File: config.mk
export PLATFORM = sky130hd
export DESIGN_NAME = seq_stream_ctrl
export DESIGN_NICKNAME = d
export VERILOG_FILES = /design/src/rtl/seq_ctrl_pkg.sv /design/src/rtl/seq_word_shifter.sv /design/src/rtl/seq_stream_ctrl.sv
export SDC_FILE = /design/constraint.sdc
export NUM_CORES = 1
export LEC_CHECK = 0
export ABC_AREA = 1
export BUFFER_PORTS_ARGS = -buffer_cell sky130_fd_sc_hd__buf_2
export CORE_ASPECT_RATIO = 1.4
export CORE_UTILIZATION = 50
export CTS_CLUSTER_SIZE = 14
export DETAILED_ROUTE_END_ITERATION = 10
export GPL_ROUTABILITY_DRIVEN = 0
export HOLD_SLACK_MARGIN = 0.02
export PLACE_DENSITY = 0.75
export SLEW_MARGIN = 20
export SYNTH_ARGS = -nofsm -noshare
export SYNTH_HDL_FRONTEND = slang
export SYNTH_SLANG_ARGS = --single-unit
File: constraint.sdc
create_clock -name clk -period 4.5 [get_ports clk]
set_input_delay 0.225 -clock clk [delete_from_list [all_inputs] [get_ports clk]]
set_output_delay 0.225 -clock clk [all_outputs]
set_load 0.005 [all_outputs]
File: src/rtl/seq_ctrl_pkg.sv
// Shared state encoding and default widths for the serial stream controller.
package seq_ctrl_pkg;

  localparam int DEF_WORD_W = 8;
  localparam int DEF_CNT_W  = 8;

  typedef enum logic [2:0] {
    S_IDLE,
    S_LOAD,
    S_SHIFT,
    S_DRAIN,
    S_DONE
  } state_t;

endpackage

File: src/rtl/seq_word_shifter.sv
// Parallel-load shift register that presents one word MSB first and flags its final bit.
module seq_word_shifter
  import seq_ctrl_pkg::*;
#(
  parameter int WORD_W = DEF_WORD_W
) (
  input  logic              clk,
  input  logic              rst,
  input  logic              load,
  input  logic              shift,
  input  logic [WORD_W-1:0] word_in,
  output logic              msb,
  output logic              last_bit
);

  localparam int IDX_W = (WORD_W > 1) ? $clog2(WORD_W) : 1;

  logic [WORD_W-1:0] shreg_reg;
  logic [IDX_W-1:0]  idx_reg;

  always_ff @(posedge clk) begin
    if (rst) begin
      shreg_reg <= '0;
      idx_reg   <= '0;
    end else if (load) begin
      shreg_reg <= word_in;
      idx_reg   <= '0;
    end else if (shift) begin
      shreg_reg <= shreg_reg << 1;
      idx_reg   <= idx_reg + 1'b1;
    end
  end

  assign msb      = shreg_reg[WORD_W-1];
  assign last_bit = (idx_reg == IDX_W'(WORD_W - 1));

endmodule

File: src/rtl/seq_stream_ctrl.sv
// Feeds words bit-serially into an external pattern detector and counts its matches per run.
module seq_stream_ctrl
  import seq_ctrl_pkg::*;
#(
  parameter int WORD_W = DEF_WORD_W,
  parameter int CNT_W  = DEF_CNT_W
) (
  input  logic              clk,
  input  logic              rst,
  input  logic              start,
  input  logic [WORD_W-1:0] word_in,
  input  logic              word_valid,
  input  logic              word_last,
  output logic              word_ready,
  input  logic [CNT_W-1:0]  count_limit,
  output logic              det_bit,
  output logic              det_rst,
  input  logic              det_match,
  output logic [CNT_W-1:0]  match_count,
  output logic              limit_hit,
  output logic              busy,
  output logic              done
);

  state_t           state_reg, state_next;
  logic             last_reg, last_next;
  logic             bit_vld_d_reg;
  logic [CNT_W-1:0] match_count_reg;
  logic             limit_hit_reg;
  logic             load, shift, msb, last_bit, clear_run;

  seq_word_shifter #(
    .WORD_W (WORD_W)
  ) u_shifter (
    .clk      (clk),
    .rst      (rst),
    .load     (load),
    .shift    (shift),
    .word_in  (word_in),
    .msb      (msb),
    .last_bit (last_bit)
  );

  always_ff @(posedge clk) begin
    if (rst) begin
      state_reg <= S_IDLE;
      last_reg  <= 1'b0;
    end else begin
      state_reg <= state_next;
      last_reg  <= last_next;
    end
  end

  always_comb begin
    state_next = state_reg;
    last_next  = last_reg;
    load       = 1'b0;
    shift      = 1'b0;
    clear_run  = 1'b0;
    word_ready = 1'b0;
    det_bit    = 1'b0;
    det_rst    = 1'b0;
    done       = 1'b0;
    case (state_reg)
      S_IDLE: begin
        if (start) begin
          clear_run  = 1'b1;
          det_rst    = 1'b1;
          state_next = S_LOAD;
        end
      end
      S_LOAD: begin
        word_ready = 1'b1;
        det_rst    = 1'b1;
        if (word_valid) begin
          load       = 1'b1;
          last_next  = word_last;
          state_next = S_SHIFT;
        end
      end
      S_SHIFT: begin
        det_bit = msb;
        if (!last_bit) begin
          shift = 1'b1;
        end else if (last_reg) begin
          state_next = S_DRAIN;
        end else begin
          // Accepting here keeps the bit stream contiguous across words.
          word_ready = 1'b1;
          if (word_valid) begin
            load      = 1'b1;
            last_next = word_last;
          end else begin
            state_next = S_LOAD;
          end
        end
      end
      S_DRAIN: state_next = S_DONE;
      S_DONE: begin
        done       = 1'b1;
        state_next = S_IDLE;
      end
      default: state_next = S_IDLE;
    endcase
    if (rst) begin
      load       = 1'b0;
      shift      = 1'b0;
      clear_run  = 1'b0;
      word_ready = 1'b0;
      det_bit    = 1'b0;
      det_rst    = 1'b1;
      done       = 1'b0;
    end
  end

  // The detector answers one cycle after its bit, so qualify with a delayed SHIFT flag.
  always_ff @(posedge clk) begin
    if (rst) begin
      bit_vld_d_reg   <= 1'b0;
      match_count_reg <= '0;
      limit_hit_reg   <= 1'b0;
    end else begin
      bit_vld_d_reg <= (state_reg == S_SHIFT);
      if (clear_run) begin
        match_count_reg <= '0;
        limit_hit_reg   <= 1'b0;
      end else begin
        if (det_match && bit_vld_d_reg && (match_count_reg != '1))
          match_count_reg <= match_count_reg + 1'b1;
        if ((count_limit != '0) && (match_count_reg >= count_limit))
          limit_hit_reg <= 1'b1;
      end
    end
  end

  assign match_count = match_count_reg;
  assign limit_hit   = limit_hit_reg;
  assign busy        = (state_reg != S_IDLE);

endmodule

==> summary.md <==
The run gives 0.5257 as the starting utilization of the core area. The post-DP HPWL came out at 2402 µm. Along the worst path, the maximum fanout reaches 13.

The clock skew is 2.946 ps. At the end of the flow, the number of nets in the layout was 287. The quantity of I/O buffers inserted on ports works out to 35. The run gives 0.6753 as the relative slew slack.

The tools report the clock tree root buffer cell as sky130_fd_sc_hd__clkbuf_8. Setup slack on the critical path of the routed design comes to 2877 ps. Setup repair after global routing left no endpoint under its margin.

The tools report the start of the worst register-to-register path as match_count[0]$_SDFFE_PP0P_. The count of synthesis-stage warnings from yosys was 0; the via count was 1489. Pin placement for this block handled 36 I/O pins. The post-route DRC violation count was 0; the via count of the first global-routing pass was 1326. The worst-case IR drop observed on VDD is 0.0002687 V.

For the worst setup path, the data arrival time is 1770 ps. The share of flip-flops with an asynchronous set or reset was 0. Gates resized during post-CTS repair numbered 0. 0 antenna diodes ended up in the layout.

The tree built by TritonCTS fans out to 25 sinks. For the first-pass iteration count of the detailed router, the log shows 3. The worst hold slack across all endpoints is 203.9 ps, and the area occupied by multi-input gates is 905.9 µm².

For the number of different library cells in the post-synthesis netlist, the log shows 25. For the final setup TNS, the log shows 0 ps. The die is 67.08 µm tall. Timing analysis after detailed placement gives a worst setup slack of 2873 ps. In the final routed layout, each cell accounts on average for 10.66 µm. Primary flip-flop cell chosen by synthesis mapping: sky130_fd_sc_hd__dfxtp_1. For the global-route wire length before repair, the log shows 5278 µm. Share of the clock period used by the worst path after layout: 0.3607. The run finished with clean final reports. Averaged over all synthesized cells, the footprint is 6.971 µm². In this run the standard cell core region covers 2878 µm². The commonest cells after synthesis are sky130_fd_sc_hd__nand2_1 (61), sky130_fd_sc_hd__dfxtp_1 (25), sky130_fd_sc_hd__inv_1 (22), sky130_fd_sc_hd__a21oi_1 (20), sky130_fd_sc_hd__nand3_1 (20). The run gives 0 as the count of antenna-violating nets left after detailed routing.

The logs give 39 for the number of violations reported at the end of detailed-routing iteration 0 and 0 for the number of violations of the max-capacitance limit. Post-CTS setup repair buffer count: 0. The number of enable-type register cells in the synthesized netlist works out to 0. The overall fraction of global-route tracks in use is 0.2089.

The number of hold violations in the final report was 0. The buffer levels on the longest clock path was 2. The floorplan has 23 rows. Once placement completed, the tool counted placed cells totaling 286. The kind of start point of the critical path was a flip-flop. The die is 48.49 µm wide.

The register bit total from synthesis is 25, and the final critical delay including setup and external delays is 1623 ps. The mapped netlist covers 1513 µm². The via density per instance works out to 5.134.

Most instantiated library cell after synthesis: sky130_fd_sc_hd__nand2_1. For the final routed wirelength across all metal layers, the log shows 3092 µm. In this run the static leakage power is 0.8635 nW. The area share of the largest cell type after synthesis was 0.3309; the slew at the pin with the worst max-slew slack was 487.1 ps. By area the synthesized netlist is led by sky130_fd_sc_hd__dfxtp_1 (33%), sky130_fd_sc_hd__nand2_1 (15%), sky130_fd_sc_hd__ha_1 (9.1%). The clock reaches the later pin of the worst-skew pair after 270 ps. The number of clock buffers added by TritonCTS is 3. The max-slew violation count is 0, and the count of non-filler cells in the finished layout is 290. The tools report the critical path capture point type as a flip-flop. The length in cells of the worst reg-to-reg path works out to 7.

TritonCTS built the clock tree. In this run the worst setup path begins at match_count[0]$_SDFFE_PP0P_. For this run, the top clock speed supported by timing is 616.2 MHz. The run gives 3252 µm² as the overall die area. Setup violations remaining at the end of the flow were counted as 0. Critical path class: reg -> reg.

The H-tree depth came out at 1. The worst hold-check path type was in -> reg. Dividing total power by cell area gives a power density of 336.1 nW/µm². Synthesis produced a netlist whose cell count is 217. The number of antenna violations at the first check in global routing is 0.

The sequential cell area fraction in the yosys report is 0.3309, and the share of cells above drive strength 1 is 0.2055. The filler cells instantiated in the layout total 310. The worst register-to-register path has a setup slack of 2880 ps.

The total overflow left after global routing is 0. The largest net degree at the start of global routing came out at 19. Compared with the post-synthesis result, the final layout area differs by 16.29%.

Quantity of hold-fixing buffers added after cts: 0. The number of nets in the synthesized netlist is 250. Capture point of the worst path: match_count[1]$_SDFFE_PP0P_. The largest total area in the synthesized netlist belongs to sky130_fd_sc_hd__dfxtp_1.

The flip-flop and latch area is 500.5 µm². For the worst setup path, the data required time is 4650 ps. The critical register-to-register path endpoint was match_count[1]$_SDFFE_PP0P_. After clock tree synthesis, the clock-pin slew on the worst setup and hold paths is 80 ps.
## metrics by stage
step | util | area, µm² | power (mW)
2_1_floorplan | - | 1513 | 0.4124
3_3_place_gp | 0.5957 | 1714 | 0.4617
3_5_place_dp | 0.5957 | 1714 | 0.4643
4_1_cts | 0.6113 | 1759 | 0.5989
5_1_grt | 0.6113 | 1759 | 0.6356
6_report | 0.6113 | 1759 | 0.5913
## layout make-up
| type | count | area share |
|---|---|---|
| well taps | 37 | 0.02632 |
| inverters | 23 | 0.04908 |
| flip-flops and latches | 25 | 0.2845 |
| repair buffers | 35 | 0.09957 |
| multi-input cells | 166 | 0.5149 |
| clock buffers | 4 | 0.02560 |
## kinds of logic after synthesis
kind of cell / Yosys count / share of synthesized area
AND/OR/NAND/NOR: 120 / 0.3722
AO/OA/AOI/OAI: 32 / 0.1183
buffers and inverters: 26 / 0.07030
flip-flops: 25 / 0.3309
adder cells (fa/ha/maj): 11 / 0.09098
XOR/XNOR: 3 / 0.01737
## metal layers
| layer | wire length [µm] | vias up | GRT usage | part of all wire |
|---|---|---|---|---|
| met5 | 0 | - | 0 | 0 |
| met4 | 72 | 0 | 0.09926 | 0.023 |
| met3 | 98 | 7 | 0.02968 | 0.032 |
| met1 | 1303 | 666 | 0.2176 | 0.42 |
| li1 | - | 782 | - | - |
| met2 | 1618 | 34 | 0.4085 | 0.52 |
## power breakdown
| part | switching (mW) | internal [mW] |
|---|---|---|
| registers | 0.0210 | 0.247 |
| clock network | 0.0700 | 0.0634 |
| logic | 0.122 | 0.0677 |
| total | 0.213 | 0.378 |
## worst min-delay path by stage
stage               cells past startpoint                   start                                  end  slack [ps]
CTS                                     3              word_in[0]  u_shifter.shreg_reg[0]$_SDFFE_PP0P_         200
floorplan                               2              word_in[0]  u_shifter.shreg_reg[0]$_SDFFE_PP0P_         370
finish                                  3              word_in[0]  u_shifter.shreg_reg[0]$_SDFFE_PP0P_         200
global route                            3              word_in[0]  u_shifter.shreg_reg[0]$_SDFFE_PP0P_         220
detailed placement                      2  limit_hit$_SDFFE_PP0P_               limit_hit$_SDFFE_PP0P_         450
global placement                        2  limit_hit$_SDFFE_PP0P_               limit_hit$_SDFFE_PP0P_         440
## worst max-delay path: stages (launching register included)
cell	delay (ps)
sky130_fd_sc_hd__dfxtp_1	350
sky130_fd_sc_hd__ha_1	230
sky130_fd_sc_hd__nand2_1	110
sky130_fd_sc_hd__nor3_2	60
sky130_fd_sc_hd__a21oi_2	420
sky130_fd_sc_hd__inv_1	190
sky130_fd_sc_hd__nand2_1	100
sky130_fd_sc_hd__a21oi_1	50
## layout by cell type (no fill, tap or decap), drive strengths merged
master and n:
inv 23, o21ai 9, clkbuf 4, xor2 3, nand3 20, nor4 3, nand3b 5, nor3 4
buf 35, nor2 21, dfxtp 25, a21oi 23, ha 11, nand2 67
(Power assumes the default switching activity.)
